==> config.mk <==
export PLATFORM = sky130hd
export DESIGN_NAME = bram_fifo_ctrl
export DESIGN_NICKNAME = d
export VERILOG_FILES = /design/src/rtl/bram_fifo_ctrl.sv
export SDC_FILE = /design/constraint.sdc
export NUM_CORES = 1
export LEC_CHECK = 0
export BUFFER_PORTS_ARGS = -buffer_cell sky130_fd_sc_hd__buf_4
export CORE_MARGIN = 5
export CORE_UTILIZATION = 45
export DETAILED_ROUTE_END_ITERATION = 7
export GPL_TIMING_DRIVEN = 0
export PLACE_DENSITY = 0.86
export SETUP_SLACK_MARGIN = 0.1
export SYNTH_ARGS = -nofsm -noshare
export SYNTH_HDL_FRONTEND = slang
export SYNTH_SLANG_ARGS = --single-unit
==> constraint.sdc <==
create_clock -name clk -period 4.1 [get_ports clk]
set_clock_uncertainty 0.15 [all_clocks]
set_input_delay 0.615 -clock clk [delete_from_list [all_inputs] [get_ports clk]]
set_output_delay 0.615 -clock clk [all_outputs]
set_load 0.03 [all_outputs]
==> src/rtl/bram_fifo_ctrl.sv <==
// Block-RAM-backed synchronous FIFO controller.
// Owns write/read pointers, occupancy count and status flags; drives the
// write side of the RAM through port B and the read side through port A.
// The RAM read is registered inside the RAM, so valid is the accepted read
// delayed by one cycle and data_out is the RAM output passed straight through.
//
// Ports:
//   clk, rst             single clock, synchronous active-high reset
//   wr, data_in          write request and data (accepted when !full)
//   rd                   read request (accepted when !empty)
//   data_out, valid      read data and its one-cycle strobe
//   empty, full, count   registered occupancy status
//   overflow, underflow  sticky rejected-request flags, cleared by rst
//   ram_addra, ram_doa   RAM port A (read) address and registered read data
//   ram_addrb, ram_dib,
//   ram_web              RAM port B (write) address, data, enable
module bram_fifo_ctrl #(
  parameter int unsigned WIDTH  = 10,
  parameter int unsigned DEPTH  = 32,
  parameter int unsigned ADDR_W = 12
) (
  input  logic                     clk,
  input  logic                     rst,
  input  logic                     wr,
  input  logic [WIDTH-1:0]         data_in,
  input  logic                     rd,
  output logic [WIDTH-1:0]         data_out,
  output logic                     valid,
  output logic                     empty,
  output logic                     full,
  output logic [$clog2(DEPTH):0]   count,
  output logic                     overflow,
  output logic                     underflow,
  output logic [ADDR_W-1:0]        ram_addra,
  input  logic [WIDTH-1:0]         ram_doa,
  output logic [ADDR_W-1:0]        ram_addrb,
  output logic [WIDTH-1:0]         ram_dib,
  output logic                     ram_web
);

  localparam int unsigned PTR_W = $clog2(DEPTH);
  localparam int unsigned CNT_W = PTR_W + 1;

  logic [PTR_W-1:0] wr_ptr;
  logic [PTR_W-1:0] rd_ptr;
  logic [CNT_W-1:0] count_nxt;
  logic             wr_acc_c;
  logic             rd_acc_c;

  // Acceptance uses the registered flags; reset blocks both sides.
  assign wr_acc_c = wr && !full && !rst;
  assign rd_acc_c = rd && !empty && !rst;

  // RAM ports are driven combinationally from the current pointers.
  assign ram_web   = wr_acc_c;
  assign ram_addrb = ADDR_W'(wr_ptr);
  assign ram_dib   = data_in;
  assign ram_addra = ADDR_W'(rd_ptr);
  assign data_out  = ram_doa;

  // Next occupancy; simultaneous accepted read and write cancel out.
  always_comb begin
    count_nxt = count;
    unique case ({wr_acc_c, rd_acc_c})
      2'b10:   count_nxt = count + CNT_W'(1);
      2'b01:   count_nxt = count - CNT_W'(1);
      default: count_nxt = count;
    endcase
  end

  // Pointers, registered flags and read strobe.
  always_ff @(posedge clk) begin
    if (rst) begin
      wr_ptr    <= '0;
      rd_ptr    <= '0;
      count     <= '0;
      empty     <= 1'b1;
      full      <= 1'b0;
      valid     <= 1'b0;
      overflow  <= 1'b0;
      underflow <= 1'b0;
    end else begin
      if (wr_acc_c) wr_ptr <= wr_ptr + PTR_W'(1);
      if (rd_acc_c) rd_ptr <= rd_ptr + PTR_W'(1);
      count     <= count_nxt;
      empty     <= (count_nxt == '0);
      full      <= (count_nxt == CNT_W'(DEPTH));
      valid     <= rd_acc_c;
      overflow  <= overflow  | (wr && full);
      underflow <= underflow | (rd && empty);
    end
  end

endmodule

==> impl_metrics.py <==
metrics = {
    "status": {
        "status": "finished, final reports clean",
    },
    "logic_synthesis": {
        "count_of_unique_library_cells_instantiated_by_yosys": 39,
        "synthesis_warning_total": 0,
        "synth_enable_flop_cells": 0,
        "async_reset_ff_frac": 0,
        "synth.cell_area_um2": 1390,
        "syn_avg_cell_area_um2": 8.25,
        "postSynthRegisterBits": 21,
        "portion_of_the_post_synthesis_area_used_by_sequential_elements": 0.303,
        "dominantRegCellSynth": "sky130_fd_sc_hd__dfxtp_1",
        "syn_inst": 168,
    },
    "route": {
        "remaining_drc_errors": 0,
        "dr_total_vias": 1277,
        "viasPerCell": 4.86,
        "wl_per_cell_um": 11.6,
        "final_wirelength_um": 3040,
        "ant_nets": 0,
        "drt_first_iter_violations": 49,
        "drtPass1Iterations": 4,
    },
    "global_routing": {
        "grt_pass1_vias": 1219,
        "gr-usage-met1": 0.172,
        "antenna_violations_before_repair": 0,
        "grt_busiest_layer": "met2",
        "globalRoute.totalOverflow": 0,
        "globalRouteMet3Util": 0.0479,
        "grt_max_degree": 14,
        "globalRouteMet2Util": 0.257,
        "grt.total_usage": 0.150,
        "global_route_wire_length_before_repair_um": 5110,
    },
    "clock_tree": {
        "clk_transition_reported_paths_ps": 140,
        "numCtsBuffers": 3,
        "cts_tree": "yes",
        "htree_levels": 1,
        "post_cts_buffers": 0,
        "cts_hold_repair.buffers": 0,
        "clock-sinks": 21,
        "clk_lat_worst_skew_ps": 320,
        "post_cts_resized": 0,
        "cts_buffer_depth": 2,
        "root_buffer": "sky130_fd_sc_hd__clkbuf_4",
    },
    "worst_setup_path": {
        "path_max_fanout": 7,
        "critPathArrivalTime_ps": 2950,
        "critical_path_required_ps": 4190,
        "worst_r2r_path_depth": 10,
        "crit_path_launch_type": "input pin",
        "worst_r2r_src": "empty",
        "worst_setup_path_end_kind": "register",
        "critical_path.reg2reg.endpoint": "empty",
        "timing.setup.critical_path_class": "input pin to register",
        "worst-r2r-setup-slack_ps": 1290,
    },
    "sta": {
        "f_max_mhz": 350,
        "post-route-min-period_ps": 2860,
        "timing.setup.tns_ps": 0,
        "grt_setup_unrepaired": "no",
        "timing.final.hold_violations": 0,
        "hold_ws_ps": 342,
        "endpoints_failing_setup": 0,
        "report.final.slew_viol_count": 0,
        "finalCritPeriodShare": 0.697,
    },
    "power": {
        "net-switching-power_uw": 202,
        "power_density_nw_per_um2": 290,
        "finalPower_uw": 534,
        "worst_ir_drop_vdd_mv": 0.195,
        "p_leak_nw": 0.914,
        "clock_power_share": 0.208,
        "power_frac_seq": 0.427,
        "intPower_uw": 332,
        "power_switching_share": 0.379,
        "combPwrFrac": 0.365,
    },
    "floorplan": {
        "fp-row-count": 20,
        "initial_core_util": 0.462,
        "design.core.area_um2": 3000,
        "dieHeight_um": 65.5,
        "die_width_um": 65.5,
        "number_of_placed_i_o_pins": 80,
        "floorplan.die_area_um2": 4290,
    },
    "final_layout": {
        "layout_cell_share_with_drive_strength_beyond_1": 0.383,
        "syn_to_final_growth_pct": 33.0,
        "final.fill_count": 274,
        "nNetsFinal": 259,
        "fin_cells": 263,
        "multi_input_comb_area_um2": 686,
        "antenna_cells_inserted": 0,
        "sequential_standard_cell_area_um2": 420,
    },
    "placement": {
        "place.detailed.hpwl_um": 2450,
        "numPlacedInstances": 259,
        "place.port_buffers": 45,
        "place.gp.congestion": 0.817,
    },
    "hold_path": {
        "hold_path_depth": 2,
        "holdCritStartpoint": "underflow",
        "endpoint_of_the_worst_hold_timing_path": "underflow",
        "hp-class": "register to register",
    },
    "flow_run": {
        "cap_viol_max_count": 0,
    },
}
-- worst max path at each step --
stage,slack [ps],from,depth (start not counted),endpoint
after floorplan,1330,rst,10,full
after global placement,940,rst,11,empty
after detailed placement,900,rst,11,empty
after CTS,1240,rst,11,empty
after global routing,1040,rst,11,empty
final,1240,rst,11,empty
-- cell usage after synthesis, drive strengths merged (2+ instances only) --
| library cell | number | area share |
|---|---|---|
| nor4 | 2 | 0.0090 |
| ha | 4 | 0.036 |
| buf | 36 | 0.20 |
| mux2i | 5 | 0.036 |
| nor2b | 2 | 0.0090 |
| inv | 7 | 0.019 |
| clkbuf | 6 | 0.016 |
| o31ai | 2 | 0.011 |
| xor2 | 9 | 0.057 |
| nand2 | 9 | 0.030 |
| nor2 | 20 | 0.054 |
| nand4 | 4 | 0.018 |
| nand3 | 3 | 0.011 |
| dfxtp | 21 | 0.30 |
| nor3 | 3 | 0.011 |
| a21oi | 8 | 0.029 |
| xnor2 | 7 | 0.044 |
| nand2b | 2 | 0.0090 |
-- cell type report --
| class | count | share of cell area |
|---|---|---|
| inverter | 8 | 0.0190 |
| clock buffer | 3 | 0.0122 |
| tap | 33 | 0.0224 |
| sequential | 21 | 0.228 |
| multi-input combinational | 110 | 0.372 |
| clock inverter | 1 | 0.00407 |
| timing repair buffer | 45 | 0.183 |
| buffer | 42 | 0.159 |
-- through the flow --
stage / cell area [µm²] / utilization / setup slack (ps)
2_1_floorplan: 1440 / - / 1330
3_3_place_gp: 1810 / 0.604 / 938
3_5_place_dp: 1810 / 0.604 / 902
4_1_cts: 1840 / 0.614 / 1240
5_1_grt: 1840 / 0.614 / 1040
6_report: 1840 / 0.614 / 1240
-- layout by cell type (no fill, tap or decap), types with 6 or more instances in the layout --
cell type and n:
sky130_fd_sc_hd__a21oi_1 8, sky130_fd_sc_hd__buf_4 79, sky130_fd_sc_hd__clkbuf_1 6, sky130_fd_sc_hd__conb_1 14, sky130_fd_sc_hd__dfxtp_1 21, sky130_fd_sc_hd__inv_1 7
sky130_fd_sc_hd__nand2_1 8, sky130_fd_sc_hd__nor2_1 20, sky130_fd_sc_hd__xnor2_1 7, sky130_fd_sc_hd__xor2_1 9
-- kinds of logic (layout without fill, tap and decap cells) --
logic type | count (synthesis) | in the layout | synth area share
AND/OR/NAND/NOR | 50 | 50 | 0.180
buffers and inverters | 50 | 99 | 0.237
AO/OA/AOI/OAI | 21 | 21 | 0.103
flip-flops | 21 | 21 | 0.303
XOR/XNOR | 16 | 16 | 0.101
multiplexers | 5 | 5 | 0.0361
adder cells (fa/ha/maj) | 4 | 4 | 0.0361
other | 1 | 14 | 0.00270
-- flip-flops by register name, indices dropped and copies added, names as in the netlist --
signal / flops
count: 6
rd_ptr: 5
wr_ptr: 5
empty: 1
full: 1
overflow: 1
underflow: 1
valid: 1
-- power by group through the flow --
stage                     Combinational, mW  Sequential, mW  Clock [mW]
after floorplan                       0.124           0.253           0
after global routing                  0.210           0.230       0.126
after detailed placement              0.195           0.232           0
final                                 0.195           0.228       0.111
after global placement                0.193           0.232           0
after CTS                             0.196           0.228       0.114
-- worst max-delay path: stages --
cell,delay (ps)
sky130_fd_sc_hd__buf_4,110
sky130_fd_sc_hd__or3b_4,430
sky130_fd_sc_hd__clkinv_4,100
sky130_fd_sc_hd__nand2_4,80
sky130_fd_sc_hd__xnor2_1,130
sky130_fd_sc_hd__ha_1,210
sky130_fd_sc_hd__a21oi_1,270
sky130_fd_sc_hd__xnor2_1,140
sky130_fd_sc_hd__o311ai_0,400
sky130_fd_sc_hd__o31ai_1,170
sky130_fd_sc_hd__o31ai_1,290
-- routing by layer --
layer,part of all wire,vias up
met5,0,-
met4,0.014,0
met3,0.10,4
met2,0.47,61
met1,0.41,575
li1,-,637
(Power assumes the default switching activity.)
